$ cat src/rtl/ram_err_mon_pkg.sv
// ram_err_monitor shared package: default widths, popcount width
// and the saturating-add helper used by the error counters.
package ram_err_mon_pkg;

    localparam int DEF_DATA_W = 8;
    localparam int DEF_LANE_W = 4;
    localparam int DEF_ADDR_W = 16;
    localparam int DEF_CNT_W  = 16;

    function automatic int popcnt_w(input int n);
        return $clog2(n + 1);
    endfunction

    // Adds a+b and clamps to 2^w-1 (w <= 32).
    // Bit 32 of the result flags that a clamp happened.
    function automatic logic [32:0] sat_add(
        input logic [31:0] a,
        input logic [31:0] b,
        input int unsigned w
    );
        logic [32:0] s;
        logic [32:0] mx;
        s  = {1'b0, a} + {1'b0, b};
        mx = (33'd1 << w) - 33'd1;
        if (s > mx) begin
            return {1'b1, mx[31:0]};
        end
        return {1'b0, s[31:0]};
    endfunction

endpackage

$ cat src/rtl/ram_err_monitor_if.sv
// ram_err_monitor bus: RAM-side compare strobe/address/data in,
// SPI-side clear/threshold in, counters/flags/capture out.
interface ram_err_monitor_if
    import ram_err_mon_pkg::*;
#(
    parameter int DATA_W = DEF_DATA_W,
    parameter int ADDR_W = DEF_ADDR_W,
    parameter int CNT_W  = DEF_CNT_W
);
    logic              chk_valid;
    logic [ADDR_W-1:0] chk_addr;
    logic [DATA_W-1:0] x1_in;
    logic [DATA_W-1:0] x2_in;
    logic              cnt_clear;
    logic [CNT_W-1:0]  err_thresh;
    logic [CNT_W-1:0]  err_count;
    logic [CNT_W-1:0]  word_err_count;
    logic              err_sat;
    logic              err_flag;
    logic              busy;
    logic              first_err_valid;
    logic [ADDR_W-1:0] first_err_addr;
    logic [DATA_W-1:0] first_err_syn;

    modport master (
        output chk_valid, chk_addr, x1_in, x2_in,
        output cnt_clear, err_thresh,
        input  err_count, word_err_count, err_sat,
        input  err_flag, busy,
        input  first_err_valid, first_err_addr, first_err_syn
    );

    modport slave (
        input  chk_valid, chk_addr, x1_in, x2_in,
        input  cnt_clear, err_thresh,
        output err_count, word_err_count, err_sat,
        output err_flag, busy,
        output first_err_valid, first_err_addr, first_err_syn
    );
endinterface

$ cat src/rtl/ram_lane_popcount.sv
// ram_lane_popcount: combinational count of set bits in one lane.
// Ports: lane_i (LANE_W bits in), cnt_o (popcount out).
module ram_lane_popcount
    import ram_err_mon_pkg::*;
#(
    parameter int LANE_W = DEF_LANE_W
) (
    input  logic [LANE_W-1:0]           lane_i,
    output logic [popcnt_w(LANE_W)-1:0] cnt_o
);
    localparam int CW = popcnt_w(LANE_W);

    always_comb begin
        cnt_o = '0;
        for (int i = 0; i < LANE_W; i++) begin
            cnt_o = cnt_o + CW'(lane_i[i]);
        end
    end
endmodule

$ cat src/rtl/ram_err_monitor.sv
// ram_err_monitor: 3-stage RAM read-back checker with saturating
// bit/word error counters, threshold alarm and optional first-error
// capture (enabled by RAM_ERR_MON_FIRST_ERR_EN).
// Ports: clk, all_clear (sync active-high), mon (slave bus).
module ram_err_monitor
    import ram_err_mon_pkg::*;
#(
    parameter int DATA_W = DEF_DATA_W,
    parameter int LANE_W = DEF_LANE_W,
    parameter int ADDR_W = DEF_ADDR_W,
    parameter int CNT_W  = DEF_CNT_W
) (
    input logic              clk,
    input logic              all_clear,
    ram_err_monitor_if.slave mon
);
    localparam int NL = DATA_W / LANE_W;
    localparam int LW = popcnt_w(LANE_W);
    localparam int BW = popcnt_w(DATA_W);

    if (DATA_W % LANE_W != 0) begin : g_bad_lane
        $error("DATA_W must be a multiple of LANE_W");
    end

    logic              v1_q;
    logic [DATA_W-1:0] syn1_q;
    logic              v2_q;
    logic [BW-1:0]     bits2_q;
    logic [BW-1:0]     bits_d;
    logic [LW-1:0]     lane_cnt [NL];

    logic [CNT_W-1:0]  err_q, err_d;
    logic [CNT_W-1:0]  werr_q, werr_d;
    logic              sat_q, sat_d;
    logic              flag_q, flag_d;
    logic [32:0]       err_s, werr_s;

    for (genvar g = 0; g < NL; g++) begin : g_lane
        ram_lane_popcount #(.LANE_W(LANE_W)) u_pc (
            .lane_i (syn1_q[g*LANE_W +: LANE_W]),
            .cnt_o  (lane_cnt[g])
        );
    end

    always_comb begin
        bits_d = '0;
        for (int i = 0; i < NL; i++) begin
            bits_d = bits_d + BW'(lane_cnt[i]);
        end
    end

    always_ff @(posedge clk) begin
        if (all_clear) begin
            v1_q    <= 1'b0;
            syn1_q  <= '0;
            v2_q    <= 1'b0;
            bits2_q <= '0;
        end else begin
            v1_q    <= mon.chk_valid;
            syn1_q  <= mon.x1_in ^ mon.x2_in;
            v2_q    <= v1_q;
            bits2_q <= bits_d;
        end
    end

    // Soft clear overrides any result arriving at ACC on the same edge.
    always_comb begin
        err_s  = sat_add(32'(err_q), 32'(bits2_q), CNT_W);
        werr_s = sat_add(32'(werr_q), {31'd0, bits2_q != '0}, CNT_W);
        err_d  = err_q;
        werr_d = werr_q;
        sat_d  = sat_q;
        if (v2_q) begin
            err_d  = CNT_W'(err_s[31:0]);
            werr_d = CNT_W'(werr_s[31:0]);
            sat_d  = sat_q | err_s[32] | werr_s[32];
        end
        flag_d = (mon.err_thresh != '0) && (err_d >= mon.err_thresh);
        if (mon.cnt_clear) begin
            err_d  = '0;
            werr_d = '0;
            sat_d  = 1'b0;
            flag_d = 1'b0;
        end
    end

    always_ff @(posedge clk) begin
        if (all_clear) begin
            err_q  <= '0;
            werr_q <= '0;
            sat_q  <= 1'b0;
            flag_q <= 1'b0;
        end else begin
            err_q  <= err_d;
            werr_q <= werr_d;
            sat_q  <= sat_d;
            flag_q <= flag_d;
        end
    end

`ifdef RAM_ERR_MON_FIRST_ERR_EN
    logic [ADDR_W-1:0] addr1_q, addr2_q, cap_addr_q;
    logic [DATA_W-1:0] syn2_q, cap_syn_q;
    logic              cap_v_q;

    always_ff @(posedge clk) begin
        if (all_clear) begin
            addr1_q <= '0;
            addr2_q <= '0;
            syn2_q  <= '0;
        end else begin
            addr1_q <= mon.chk_addr;
            addr2_q <= addr1_q;
            syn2_q  <= syn1_q;
        end
    end

    always_ff @(posedge clk) begin
        if (all_clear || mon.cnt_clear) begin
            cap_v_q    <= 1'b0;
            cap_addr_q <= '0;
            cap_syn_q  <= '0;
        end else if (v2_q && bits2_q != '0 && !cap_v_q) begin
            cap_v_q    <= 1'b1;
            cap_addr_q <= addr2_q;
            cap_syn_q  <= syn2_q;
        end
    end

    assign mon.first_err_valid = cap_v_q;
    assign mon.first_err_addr  = cap_addr_q;
    assign mon.first_err_syn   = cap_syn_q;
`else
    assign mon.first_err_valid = 1'b0;
    assign mon.first_err_addr  = '0;
    assign mon.first_err_syn   = '0;
`endif

    assign mon.err_count      = err_q;
    assign mon.word_err_count = werr_q;
    assign mon.err_sat        = sat_q;
    assign mon.err_flag       = flag_q;
    assign mon.busy           = v1_q | v2_q;
endmodule
$ cat src/flat_wrapper.sv
// flat-port wrapper written by rule: the top's interface ports become plain ports
module ram_err_monitor_flat import ram_err_mon_pkg::*;
#(
    parameter int DATA_W = DEF_DATA_W,
    parameter int LANE_W = DEF_LANE_W,
    parameter int ADDR_W = DEF_ADDR_W,
    parameter int CNT_W  = DEF_CNT_W
)
  (clk, all_clear, mon_chk_valid, mon_chk_addr, mon_x1_in, mon_x2_in, mon_cnt_clear, mon_err_thresh, mon_err_count, mon_word_err_count, mon_err_sat, mon_err_flag, mon_busy, mon_first_err_valid, mon_first_err_addr, mon_first_err_syn);
  ram_err_monitor_if #(.DATA_W(DATA_W), .ADDR_W(ADDR_W), .CNT_W(CNT_W)) mon_i ();
  input logic clk;
  input logic all_clear;
  input wire logic [$bits(mon_i.chk_valid)-1:0] mon_chk_valid;
  input wire logic [$bits(mon_i.chk_addr)-1:0] mon_chk_addr;
  input wire logic [$bits(mon_i.x1_in)-1:0] mon_x1_in;
  input wire logic [$bits(mon_i.x2_in)-1:0] mon_x2_in;
  input wire logic [$bits(mon_i.cnt_clear)-1:0] mon_cnt_clear;
  input wire logic [$bits(mon_i.err_thresh)-1:0] mon_err_thresh;
  output wire logic [$bits(mon_i.err_count)-1:0] mon_err_count;
  output wire logic [$bits(mon_i.word_err_count)-1:0] mon_word_err_count;
  output wire logic [$bits(mon_i.err_sat)-1:0] mon_err_sat;
  output wire logic [$bits(mon_i.err_flag)-1:0] mon_err_flag;
  output wire logic [$bits(mon_i.busy)-1:0] mon_busy;
  output wire logic [$bits(mon_i.first_err_valid)-1:0] mon_first_err_valid;
  output wire logic [$bits(mon_i.first_err_addr)-1:0] mon_first_err_addr;
  output wire logic [$bits(mon_i.first_err_syn)-1:0] mon_first_err_syn;
  assign mon_i.chk_valid = mon_chk_valid;
  assign mon_i.chk_addr = mon_chk_addr;
  assign mon_i.x1_in = mon_x1_in;
  assign mon_i.x2_in = mon_x2_in;
  assign mon_i.cnt_clear = mon_cnt_clear;
  assign mon_i.err_thresh = mon_err_thresh;
  assign mon_err_count = mon_i.err_count;
  assign mon_word_err_count = mon_i.word_err_count;
  assign mon_err_sat = mon_i.err_sat;
  assign mon_err_flag = mon_i.err_flag;
  assign mon_busy = mon_i.busy;
  assign mon_first_err_valid = mon_i.first_err_valid;
  assign mon_first_err_addr = mon_i.first_err_addr;
  assign mon_first_err_syn = mon_i.first_err_syn;
  ram_err_monitor #(.DATA_W(DATA_W), .LANE_W(LANE_W), .ADDR_W(ADDR_W), .CNT_W(CNT_W)) u_core (.clk(clk), .all_clear(all_clear), .mon(mon_i));
endmodule
$ cat config.mk
export PLATFORM = sky130hd
export DESIGN_NAME = ram_err_monitor_flat
export DESIGN_NICKNAME = d
export VERILOG_FILES = /design/src/rtl/ram_err_mon_pkg.sv /design/src/rtl/ram_err_monitor_if.sv /design/src/rtl/ram_lane_popcount.sv /design/src/rtl/ram_err_monitor.sv /design/src/flat_wrapper.sv
export SDC_FILE = /design/constraint.sdc
export NUM_CORES = 1
export LEC_CHECK = 0
export CAP_MARGIN = 5
export CORE_UTILIZATION = 47
export CTS_BUF_LIST = sky130_fd_sc_hd__clkbuf_8
export DETAILED_ROUTE_END_ITERATION = 10
export GPL_TIMING_DRIVEN = 0
export MAX_ROUTING_LAYER = met4
export PLACE_DENSITY = 0.84
export REMOVE_ABC_BUFFERS = 1
export SLEW_MARGIN = 30
export SYNTH_ARGS = -nofsm -noshare
export SYNTH_HDL_FRONTEND = slang
export SYNTH_SLANG_ARGS = --single-unit
$ cat constraint.sdc
create_clock -name clk -period 3.7 [get_ports clk]
set_input_delay 0.74 -clock clk [delete_from_list [all_inputs] [get_ports clk]]
set_output_delay 0.74 -clock clk [all_outputs]
set_load 0.1 [all_outputs]
==> flow_summary.json, run 1 <==
{
  "status": "complete, no violations",
  "antenna_found_initial": 0,
  "synth_seq_cells": 48,
  "die_width_um": 83.75,
  "final_common_cell": "clkdlybuf4s50_1",
  "h-tree-depth": 2,
  "synth-adder-area-share": 0.1315,
  "stdcell_count": 517,
  "ctsResizeCount": 0,
  "hold_viol": 0,
  "slowest_stage": "clkdlybuf4s50_1",
  "finalCritPeriodShare": 0.8724,
  "grt_overflow": 0,
  "postCtsSetupRepairBufs": 0,
  "fin_tns_setup_ps": 0,
  "power.leakage_nw": 1.583,
  "finalClockSkew_ps": 7.622,
  "vias": 2847,
  "grt_pass1_vias": 2591,
  "synth_edf_count": 0,
  "die_height_um": 83.75,
  "peakVddDrop_v": 0.0001675,
  "post-route-util": 0.6105,
  "hold_buffers": 0,
  "syn_area_um2": 3141,
  "fp-row-count": 29,
  "cts.sinks": 48,
  "clk_path_buf_depth": 2,
  "synthSimpleGateAreaFrac": 0.2048,
  "drt_wl_total_um": 6775,
  "place_congestion": 0.8998,
  "syn_area_per_cell_um2": 8.420,
  "crit_chain": "or2_2 > clkdlybuf4s50_1",
  "io_buffers": 70,
  "wl_per_cell_um": 13.10,
  "track_usage": 0.2045,
  "arrival_ps": 2490,
  "synth_top_family_by_area": "simple AND/OR/NAND/NOR gates",
  "setup_viol": 0,
  "numCtsBuffers": 5,
  "critical-path-max-stage-delay_ps": 1120,
  "cts.clk_slew.worst_paths_ps": 90,
  "grt_pass1_wl_um": 11530,
  "syn_inst": 373,
  "area_delta_synth_final_pct": 24.14,
  "initial_core_util": 0.4918,
  "power_density_nw_per_um2": 321.0,
  "fmax_mhz": 309.8,
  "dr.pass1.iters": 4,
  "yosysSeqAreaShare": 0.3060,
  "tightest_slew_ps": 996.5,
  "slew_headroom": 0.3336,
  "muxShareOfSynthArea": 0.003187,
  "viasPerCell": 5.507,
  "min_path_type": "register to register",
  "rsz0062_at_grt": "false",
  "layout-drive-gt1-share": 0.04318,
  "cts_root_buf": "clkbuf_8",
  "path_max_fanout": 26,
  "crit_start": "u_core.v2_q",
  "required_ps": 2960,
  "ys.flop_type": "dfxtp_1",
  "drt_iter0_drc": 155,
  "coreArea_um2": 6386,
  "worstHoldStart": "u_core.v1_q",
  "final.min_clock_period_ps": 3228,
  "layout_setup_ws_ps": 472.0,
  "startpoint_type": "register",
  "cap_violations": 0,
  "maxSlewViolCount": 0,
  "mostFrequentLayoutCells": "clkdlybuf4s50_1, dfxtp_1, inv_1, nor2_1, a21oi_1",
  "r2r_start": "u_core.mon.err_count[0]",
  "grt_max_degree": 32,
  "cts_tree": "done",
  "worst-setup-path-type": "register to output port",
  "diodes": 0,
  "drc": 0,
  "die-area_um2": 7013,
  "async_flop_share": 0,
  "hold_ws_ps": 462.4,
  "dp.cells": 509,
  "crit_path_end_kind": "output port",
  "postRouteAntennaNets": 0,
  "pre_cts_slack_ps": 293.0,
  "io_pins": 112,
  "yosysWarningCount": 0,
  "ys_types": 46,
  "yosys.area_share.xor_xnor": 0.05578,
  "synth_compound_area_frac": 0.1769,
  "clk_latency_ps": 300,
  "dp_hpwl_um": 5269,
  "fin_nets": 521
}
==> flip-flops by register name, summed over array words and instances (netlist names) <==
signal                     flops
u_core.mon.err_count          16
u_core.v1_q                    1
u_core.syn1_q                  8
u_core.mon.err_flag            1
u_core.bits2_q                 4
u_core.mon.word_err_count     16
u_core.mon.err_sat             1
u_core.v2_q                    1
==> routing by layer <==
| layer | GRT usage | routed length (um) |
|---|---|---|
| met2 | 0.3333 | 3216 |
| met4 | 0.05701 | 92 |
| met3 | 0.04154 | 423 |
| met5 | - | 0 |
| met1 | 0.2577 | 3043 |
==> per-stage QoR <==
stage	area, um2	power, mW
2_1_floorplan	2975	0.7888
3_3_place_gp	3772	0.8564
3_5_place_dp	3772	0.8654
4_1_cts	3894	1.262
5_1_grt	3899	1.314
6_report	3899	1.252
==> final timing paths <==
check / endpoint / slack [ps] / depth (start not counted)
max: mon_busy / 470 / 2
min: u_core.v2_q / 460 / 1
max reg2reg: u_core.mon.err_flag / 500 / 12
min reg2reg: u_core.v2_q / 460 / 1
==> layout make-up <==
type | count | area [um2]
Fill cell | 538 | 2487
Multi-Input combinational cell | 281 | 1896
Sequential cell | 48 | 960.9
Timing Repair Buffer | 70 | 700.7
Inverter | 33 | 123.9
Tap cell | 77 | 96.34
Clock buffer | 6 | 82.58
Clock inverter | 2 | 38.79
==> report_power, final <==
part           total [mW]  internal, mW  switching, mW
combinational       0.305        0.0949          0.210
sequential          0.548         0.535         0.0125
clock               0.399         0.221          0.178
==> critical path, delay by kind of cell, from the launching register on <==
kind | cells | cell delay (ps)
DFF | 1 | 840
buffers and inverters | 1 | 1120
and+or+nand+nor | 1 | 220
==> synth_stat cells, drive strengths merged (7+ instances only) <==
library cell | count | area, um2
dfxtp | 48 | 960.9
xnor2 | 14 | 122.6
nand3 | 14 | 70.07
a31oi | 12 | 75.07
a21oi | 29 | 145.1
nor2b | 7 | 43.79
nor3 | 7 | 35.03
ha | 25 | 312.8
inv | 33 | 123.9
nor4 | 10 | 83.83
nor2 | 32 | 120.1
nand2 | 21 | 86.33
buf | 29 | 232.7
o21ai | 12 | 60.06
==> logic make-up (layout without fill, tap and decap cells) <==
family,count (synthesis),count (layout)
AO/OA/AOI/OAI,86,86
flip-flops,48,48
buffers and inverters,68,111
other,1,25
multiplexers,1,1
adder cells (fa/ha/maj),30,30
AND/OR/NAND/NOR,119,119
XOR/XNOR,20,20
(Power assumes the default switching activity.)
==> run 2, diff against run 1 <==
--- a/config.mk
+++ b/config.mk
@@ -11,9 +11,10 @@
 export DETAILED_ROUTE_END_ITERATION = 10
 export GPL_TIMING_DRIVEN = 0
 export MAX_ROUTING_LAYER = met4
-export PLACE_DENSITY = 0.84
+export PLACE_DENSITY_LB_ADDON = 0.15
 export REMOVE_ABC_BUFFERS = 1
-export SLEW_MARGIN = 30
+export SETUP_SLACK_MARGIN = 0.5
+export SLEW_MARGIN = 20
 export SYNTH_ARGS = -nofsm -noshare
 export SYNTH_HDL_FRONTEND = slang
 export SYNTH_SLANG_ARGS = --single-unit
==> flow_summary.json, run 2 (synthesized netlist as in run 1, its figures left out) <==
{
  "grt_overflow": 0,
  "h-tree-depth": 2,
  "drt_iter0_drc": 139,
  "track_usage": 0.2048,
  "io_pins": 112,
  "drc": 0,
  "hold_viol": 0,
  "dr.pass1.iters": 4,
  "cts.sinks": 48,
  "fp-row-count": 29,
  "worstHoldStart": "u_core.v1_q",
  "cap_violations": 0,
  "initial_core_util": 0.4918,
  "layout_setup_ws_ps": 715.5,
  "clk_path_buf_depth": 2,
  "min_path_type": "register to register",
  "worst-setup-path-type": "register to register",
  "p_sw_mw": 0.4114,
  "rsz0062_at_grt": "false",
  "r2r_start": "u_core.mon.err_count[0]",
  "final.min_clock_period_ps": 2984,
  "internal_power_mw": 0.7819,
  "cts_tree": "done",
  "area_delta_synth_final_pct": 24.78,
  "vias": 2814,
  "cts.clk_slew.worst_paths_ps": 90,
  "postRouteAntennaNets": 0,
  "maxSlewViolCount": 0,
  "cts_root_buf": "clkbuf_8",
  "die-area_um2": 7013,
  "dp_hpwl_um": 5115,
  "peakVddDrop_v": 0.0002782,
  "startpoint_type": "register",
  "layout-drive-gt1-share": 0.05204,
  "io_buffers": 70,
  "required_ps": 3890,
  "drt_wl_total_um": 6738,
  "fmax_mhz": 335.1,
  "crit_start": "u_core.mon.err_count[0]",
  "die_height_um": 83.75,
  "place_congestion": 0.8352,
  "finalClockSkew_ps": 4.916,
  "clk_latency_ps": 310,
  "hold_buffers": 0,
  "fin_nets": 523,
  "die_width_um": 83.75,
  "fin_tns_setup_ps": 0,
  "slew_headroom": 0.3439,
  "critical-path-max-stage-delay_ps": 490,
  "power_density_nw_per_um2": 304.5,
  "p_clk_frac": 0.283,
  "antenna_found_initial": 0,
  "comb_power_share": 0.258,
  "crit_chain": "ha_1 > inv_1 > fa_1 > nand2b_4 > a2111o_1 > or3_1 > nand3_1 > ha_1 > and4_1 > a22oi_1 > a31oi_1",
  "crit_path_end_kind": "register",
  "wl_per_cell_um": 12.98,
  "slowest_stage": "a2111o_1",
  "grt_pass1_wl_um": 11320,
  "power.leakage_nw": 1.587,
  "crit_path_frequent_cell": "ha_1",
  "p_seq_frac": 0.459,
  "status": "complete, no violations",
  "finalCritPeriodShare": 0.8066,
  "mostFrequentLayoutCells": "clkdlybuf4s50_1, dfxtp_1, inv_1, nor2_1, a21oi_1",
  "filler_cell_count": 595,
  "path_delay_family": "simple AND/OR/NAND/NOR gates",
  "coreArea_um2": 6386,
  "final_common_cell": "clkdlybuf4s50_1",
  "setup_viol": 0,
  "diodes": 0,
  "grt_max_degree": 32,
  "arrival_ps": 3180,
  "numCtsBuffers": 5,
  "tightest_slew_ps": 981.1,
  "viasPerCell": 5.422,
  "swShare": 0.3448,
  "grt_pass1_vias": 2491,
  "pre_cts_slack_ps": 321.0,
  "critPathBufInv": 1,
  "path_max_fanout": 5
}
==> run 2: cell types whose count changed in the layout (fill, tap and decap cells not counted), sizes merged <==
cell	previous run	this run
buf	0	2
bufinv	1	0
clkdlybuf4s50	70	69
clkinv	1	0
clkinvlp	0	2
dlygate4sd2	0	1
==> run 2: power by group through the flow <==
stage | Combinational (mW) | Clock [mW] | Sequential (mW)
detailed placement | 0.306 | 0 | 0.560
global route | 0.337 | 0.375 | 0.550
CTS | 0.308 | 0.349 | 0.548
finish | 0.308 | 0.338 | 0.548
global placement | 0.299 | 0 | 0.559
floorplan | 0.221 | 0 | 0.568
==> run 2: cell type report <==
class	instances	area (um2)	area share
clock buffers	6	82.58	0.02107
clock inverters	2	15.01	0.003831
inverters	33	123.9	0.03161
multi-input cells	281	1926	0.4914
flip-flops and latches	48	960.9	0.2452
well taps	77	96.34	0.02458
repair buffers	72	714.4	0.1823
==> run 2: repair_timing <==
action	CTS	global route
setup buffers	0	2
cloned	0	0
endpoints found under the setup margin	2	1
resized for setup	3	6
pin swaps	0	2
==> run 2: worst paths after layout <==
check	end	slack (ps)	depth (start not counted)
max	u_core.mon.err_flag	720	11
min	u_core.v2_q	460	1
max reg2reg	u_core.mon.err_flag	720	11
min reg2reg	u_core.v2_q	460	1
==> run 2: metrics by stage <==
stage	hold slack [ps]	total power, mW	instances	area, um2	utilization
floorplan	429.2	0.7888	362	2975	-
global route	474.4	1.262	519	3919	0.6136
detailed placement	440.6	0.8657	509	3772	0.5907
CTS	463.8	1.204	517	3876	0.6070
global placement	438.1	0.8581	509	3772	0.5907
finish	461.5	1.193	519	3919	0.6136
==> run 2: metal layers <==
layer	up-vias	track usage	wire, um
met3	5	0.04550	385
met2	93	0.3186	3112
met1	1300	0.2692	3170
li1	1416	-	-
met4	0	0.05547	69
met5	-	-	0
==> run 3, diff against run 2 <==
--- a/config.mk
+++ b/config.mk
@@ -6,7 +6,7 @@
 export NUM_CORES = 1
 export LEC_CHECK = 0
 export CAP_MARGIN = 5
-export CORE_UTILIZATION = 47
+export CORE_UTILIZATION = 42
 export CTS_BUF_LIST = sky130_fd_sc_hd__clkbuf_8
 export DETAILED_ROUTE_END_ITERATION = 10
 export GPL_TIMING_DRIVEN = 0
==> constraint.sdc (replaced) <==
create_clock -name clk -period 2.74 [get_ports clk]
set_input_delay 0.548 -clock clk [delete_from_list [all_inputs] [get_ports clk]]
set_output_delay 0.548 -clock clk [all_outputs]
set_load 0.1 [all_outputs]
==> flow_summary.json, run 3 (synthesized netlist as in run 1, its figures left out) <==
{
  "p_sw_mw": 0.5841,
  "r2r_cells": 11,
  "final_common_cell": "dfxtp_1",
  "grt_pass1_vias": 2478,
  "clk_path_buf_depth": 2,
  "fin_nets": 531,
  "layout_setup_ws_ps": -53.22,
  "layout-drive-gt1-share": 0.1356,
  "multi_input_area_um2": 2053,
  "startpoint_type": "register",
  "slowest_stage": "a2111o_1",
  "vias": 2824,
  "comb_power_share": 0.261,
  "grt_max_degree": 32,
  "swShare": 0.3367,
  "drt_iter0_drc": 144,
  "r2r_start": "u_core.mon.err_count[0]",
  "die_height_um": 88.47,
  "drt_wl_total_um": 7037,
  "io_pins": 112,
  "hold_buffers": 0,
  "place_congestion": 0.8803,
  "crit_path_end_kind": "register",
  "fp-row-count": 31,
  "power.leakage_nw": 1.825,
  "filler_cell_count": 667,
  "cts_root_buf": "clkbuf_8",
  "final.min_clock_period_ps": 2793,
  "top_layer_used": "met4",
  "crit_path_frequent_cell": "ha_4",
  "die-area_um2": 7827,
  "status": "finished, violations left",
  "track_usage": 0.1928,
  "reg2reg_slack_ps": -50,
  "area_delta_synth_final_pct": 31.35,
  "antenna_found_initial": 0,
  "rsz0062_at_grt": "true",
  "crit_start": "u_core.mon.err_count[0]",
  "mostFrequentLayoutCells": "dfxtp_1, clkdlybuf4s50_1, nor2_1, inv_1, dlygate4sd2_1",
  "wl_met3_um": 342,
  "p_seq_frac": 0.429,
  "cts_tree": "done",
  "postRouteAntennaNets": 0,
  "h-tree-depth": 2,
  "clk_latency_ps": 310,
  "peakVddDrop_v": 0.0002014,
  "p_clk_frac": 0.310,
  "min_path_type": "register to register",
  "cap_violations": 0,
  "cp-endpoint": "u_core.mon.err_flag",
  "worst-setup-path-type": "register to register",
  "wl_met2_um": 3097,
  "die_width_um": 88.47,
  "coreArea_um2": 7253,
  "path_max_fanout": 5,
  "seq_area_um2": 969.7,
  "fin_tns_setup_ps": -53.22,
  "internal_power_mw": 1.151,
  "pre_cts_slack_ps": -681.4,
  "numCtsBuffers": 5,
  "dp_hpwl_um": 5193,
  "r2r_end": "u_core.mon.err_flag",
  "dr.pass1.iters": 4,
  "finalClockSkew_ps": 5.772,
  "hold_viol": 0,
  "violations": "negative setup slack",
  "crit_chain": "ha_4 > inv_2 > fa_2 > nand2b_4 > a2111o_1 > or3_4 > nand3_4 > ha_4 > and4_1 > a22oi_1 > a31oi_1",
  "initial_core_util": 0.4330,
  "io_buffers": 70,
  "cts.sinks": 48,
  "critical-path-max-stage-delay_ps": 450,
  "viasPerCell": 5.144,
  "setup_viol": 1,
  "wl_per_cell_um": 12.82,
  "power_density_nw_per_um2": 420.5,
  "grt_overflow": 0,
  "drt-met1-wl_um": 3546,
  "diodes": 0,
  "grt_pass1_wl_um": 11380,
  "tightest_slew_ps": 962.2,
  "finalCritPeriodShare": 1.019,
  "slew_headroom": 0.3611,
  "cts.clk_slew.worst_paths_ps": 100,
  "maxSlewViolCount": 0,
  "drc": 0,
  "required_ps": 2940,
  "fmax_mhz": 358.0,
  "arrival_ps": 2990
}
==> run 3: cell types whose count changed in the layout (fill, tap and decap cells not counted), moves of 4 or more <==
| cell | change |
|---|---|
| dfxtp_2 | +4 |
| dlygate4sd2_1 | +27 |
| buf_4 | +5 |
| clkdlybuf4s50_1 | -34 |
| dfxtp_1 | -5 |
==> run 3: metrics by stage <==
| step | utilization | instance area [um2] | cells | hold slack, ps | power [mW] |
|---|---|---|---|---|---|
| after global placement | 0.5239 | 3800 | 531 | 434.1 | 1.163 |
| final | 0.5687 | 4125 | 549 | 457.3 | 1.735 |
| after floorplan | - | 2975 | 362 | 429.2 | 1.065 |
| after detailed placement | 0.5239 | 3800 | 531 | 448.5 | 1.169 |
| after CTS | 0.5586 | 4051 | 547 | 460.1 | 1.742 |
| after global routing | 0.5687 | 4125 | 549 | 470.5 | 1.820 |
==> run 3: what timing repair did <==
action	in CTS	in global routing
gates cloned	0	0
gates resized for setup	70	23
hold endpoints to repair	0	0
endpoints found under the setup margin	59	22
buffers inserted	8	2
pin swaps	9	15
==> run 3: worst min-delay path by stage <==
stage / from / cells after the start / to / slack [ps]
3_3_place_gp: u_core.v1_q / 1 / u_core.v2_q / 430
4_1_cts: u_core.v1_q / 1 / u_core.v2_q / 460
6_report: u_core.v1_q / 1 / u_core.v2_q / 460
2_1_floorplan: u_core.v1_q / 1 / u_core.v2_q / 430
5_1_grt: u_core.v1_q / 1 / u_core.v2_q / 470
3_5_place_dp: u_core.v1_q / 1 / u_core.v2_q / 450
==> run 3: cell type report <==
class,count,area share
clock buffers,5,0.01668
clock inverters,3,0.01153
inverters,33,0.03003
multi-input cells,281,0.4977
flip-flops and latches,48,0.2351
well taps,99,0.03003
repair buffers,80,0.1790
==> run 3: layer usage <==
layer | vias to the layer above | GRT usage
li1 | 1436 | -
met1 | 1292 | 0.2687
met2 | 92 | 0.2867
met3 | 4 | 0.03545
met4 | 0 | 0.04985
met5 | - | -
==> run 3: critical path: cells and delay by family (launching register included) <==
family / cells / cell delay, ps
AOI/OAI and AO/OA: 3 / 740
buffers and inverters: 1 / 30
adders and majority gates: 3 / 680
DFF: 1 / 380
and+or+nand+nor: 4 / 850
==> run 3: power groups by stage <==
stage	clock, mW	sequential [mW]	combinational (mW)
after floorplan	0	0.766	0.299
after global placement	0	0.756	0.408
after detailed placement	0	0.756	0.413
after CTS	0.557	0.744	0.441
after global routing	0.576	0.747	0.497
final	0.538	0.744	0.453
==> patch: new RTL, flow settings as in run 3 <==
Set the package constant `DEF_LANE_W` to 2 (it was 4).
--- a/src/rtl/ram_err_mon_pkg.sv
+++ b/src/rtl/ram_err_mon_pkg.sv
@@ -5,3 +5,3 @@
     localparam int DEF_DATA_W = 8;
-    localparam int DEF_LANE_W = 4;
+    localparam int DEF_LANE_W = 2;
     localparam int DEF_ADDR_W = 16;
Formal check against the unedited RTL: equivalent (equiv_simple and equiv_induct, registers matched by name and starting in step).
==> patch against run 3 <==
- hold slack worse by 15 ps
- sequential cell count stayed put
- wire length is 2.8% lower
- sequential share of layout area is 0.069 points lower
- the run still ends with negative setup slack left
- final area is 0.42% higher
- worst setup slack worse by 31 ps
- power is 1.8% lower
- synthesized area is 3.6% lower
==> patch: results (changes against run 3) <==
final cell count without fillers=536 (-2.4%); sequential share of the synthesized area=31.7% (+1.2 points); peak ir drop on the vdd network=0.000242 V (+20%); final worst clock skew=10.5 ps (+4.69 ps); unique cell type count in the Yosys netlist=48 (+4.3%); endpoints failing setup=1 (unchanged); placed cells=512 (-3.6%); per-cell routed wire length=12.8 um (-0.46%); GRT Total Usage=18.8% (-0.44 points); worst setup slack before clock tree synthesis=-981 ps (-300 ps); Total Neg Setup Slack=-84.2 ps (-31.0 ps); most instantiated cells after synthesis=sky130_fd_sc_hd__dfxtp_1 (48), sky130_fd_sc_hd__inv_1 (33), sky130_fd_sc_hd__a21oi_1 (26), sky130_fd_sc_hd__buf_4 (26), sky130_fd_sc_hd__nor2_1 (26); run status=complete, but fails checks; failing checks=negative setup slack; global-route wire length before repair=10.9 mm (-4.3%); actual slew at the worst max-slew pin=981 ps (+18.3 ps); Worst Path Max Fanout=3 (-2); fill count=618 (-7.3%); largest net degree at the start of global routing=24 (-25%); share of cells above drive strength 1=19.8% (+6.2 points); Setup WS post-layout=-84.2 ps (-31.0 ps); largest stage delay on the critical path=360 ps (-90 ps); worst-path cell with the longest stage delay=sky130_fd_sc_hd__dfxtp_2; Total Nets Final=521 (-1.9%); Final GP Congestion=0.792 (-10%); vias per cell=5.06 (-1.7%); Mapped Avg Cell Area=8.50 um^2 (+0.98%); cell types occupying the most area after synthesis=sky130_fd_sc_hd__dfxtp_1 (32%), sky130_fd_sc_hd__ha_1 (10%), sky130_fd_sc_hd__buf_4 (6.4%); Switch Pwr=0.555 mW (-5.1%); Detailed Route Iter0 Violations=88 (-39%); Leakage Power=1.84 nW (+0.97%); CP top delay family=adder cells; source-to-sink clock delay at the later pin of the worst-skew pair=310 ps (about the same); final HPWL from detailed placement=4.91 mm (-5.5%); number of global-route vias before repair=2448 (-1.2%)
patch: cell types whose count changed in the layout (fill, tap and decap cells not counted), moves of 4 or more:
| cell | change |
|---|---|
| sky130_fd_sc_hd__nor2_2 | +5 |
| sky130_fd_sc_hd__and2_1 | +4 |
| sky130_fd_sc_hd__a21oi_1 | -5 |
| sky130_fd_sc_hd__nor2_1 | -11 |
| sky130_fd_sc_hd__nor4_1 | -4 |
| sky130_fd_sc_hd__a311oi_1 | -4 |
| sky130_fd_sc_hd__a21o_1 | -4 |
| sky130_fd_sc_hd__ha_2 | +4 |
| sky130_fd_sc_hd__nand2_1 | +4 |
| sky130_fd_sc_hd__buf_4 | +6 |
| sky130_fd_sc_hd__nand4_1 | +6 |
| sky130_fd_sc_hd__dfxtp_2 | +4 |
patch: logic make-up (layout without fill, tap and decap cells):
kind of cell	after synthesis	after routing	synth area share, %
AO/OA/AOI/OAI	67	67	14.8
XOR/XNOR	21	21	6.08
adder cells (fa/ha/maj)	30	30	13.6
buffers and inverters	67	126	11.5
flip-flops	48	48	31.7
multiplexers	2	2	0.703
other	1	25	0.124
AND/OR/NAND/NOR	120	121	21.4
patch: per-stage QoR:
step | power (mW) | area [um^2]
floorplan | 1.05 | 2890
global placement | 1.14 | 3710
detailed placement | 1.15 | 3710
CTS | 1.69 | 4020
global route | 1.77 | 4140
finish | 1.70 | 4140
patch: final cells by class:
class / count / share of cell area (%)
sequential: 48 / 23.4
inverter: 33 / 2.99
multi-input combinational: 266 / 49.3
clock inverter: 3 / 0.936
tap: 96 / 2.90
timing repair buffer: 85 / 18.8
clock buffer: 5 / 1.66
patch: worst paths after layout:
check	start	endpoint	slack, ps	cells past startpoint
hold reg to reg	u_core.v1_q	u_core.v2_q	440	1
setup reg to reg	u_core.bits2_q[0]	u_core.mon.err_flag	-80	14
hold / removal	u_core.v1_q	u_core.v2_q	440	1
setup / recovery	u_core.bits2_q[0]	u_core.mon.err_flag	-80	14
patch: power by group through the flow:
stage	registers, mW	clock network [mW]	logic, mW
after floorplan	0.763	0	0.289
after global placement	0.754	0	0.389
after detailed placement	0.755	0	0.396
after CTS	0.743	0.517	0.428
after global routing	0.746	0.546	0.481
final	0.743	0.512	0.448
patch: timing repair:
item                                    4_1_cts  5_1_grt
gates resized for setup                      77       28
buffers inserted                             10        5
endpoints found under the setup margin       60       18
gates cloned                                  1        0
pin swaps                                    25       19
patch: per-layer routing:
layer | track usage, % | up-vias | share of wire [%]
li1 | - | 1361 | -
met1 | 22.2 | 1262 | 44
met2 | 32.5 | 80 | 50
met3 | 3.89 | 8 | 5.2
met4 | 5.15 | 0 | 1.3
met5 | - | - | 0
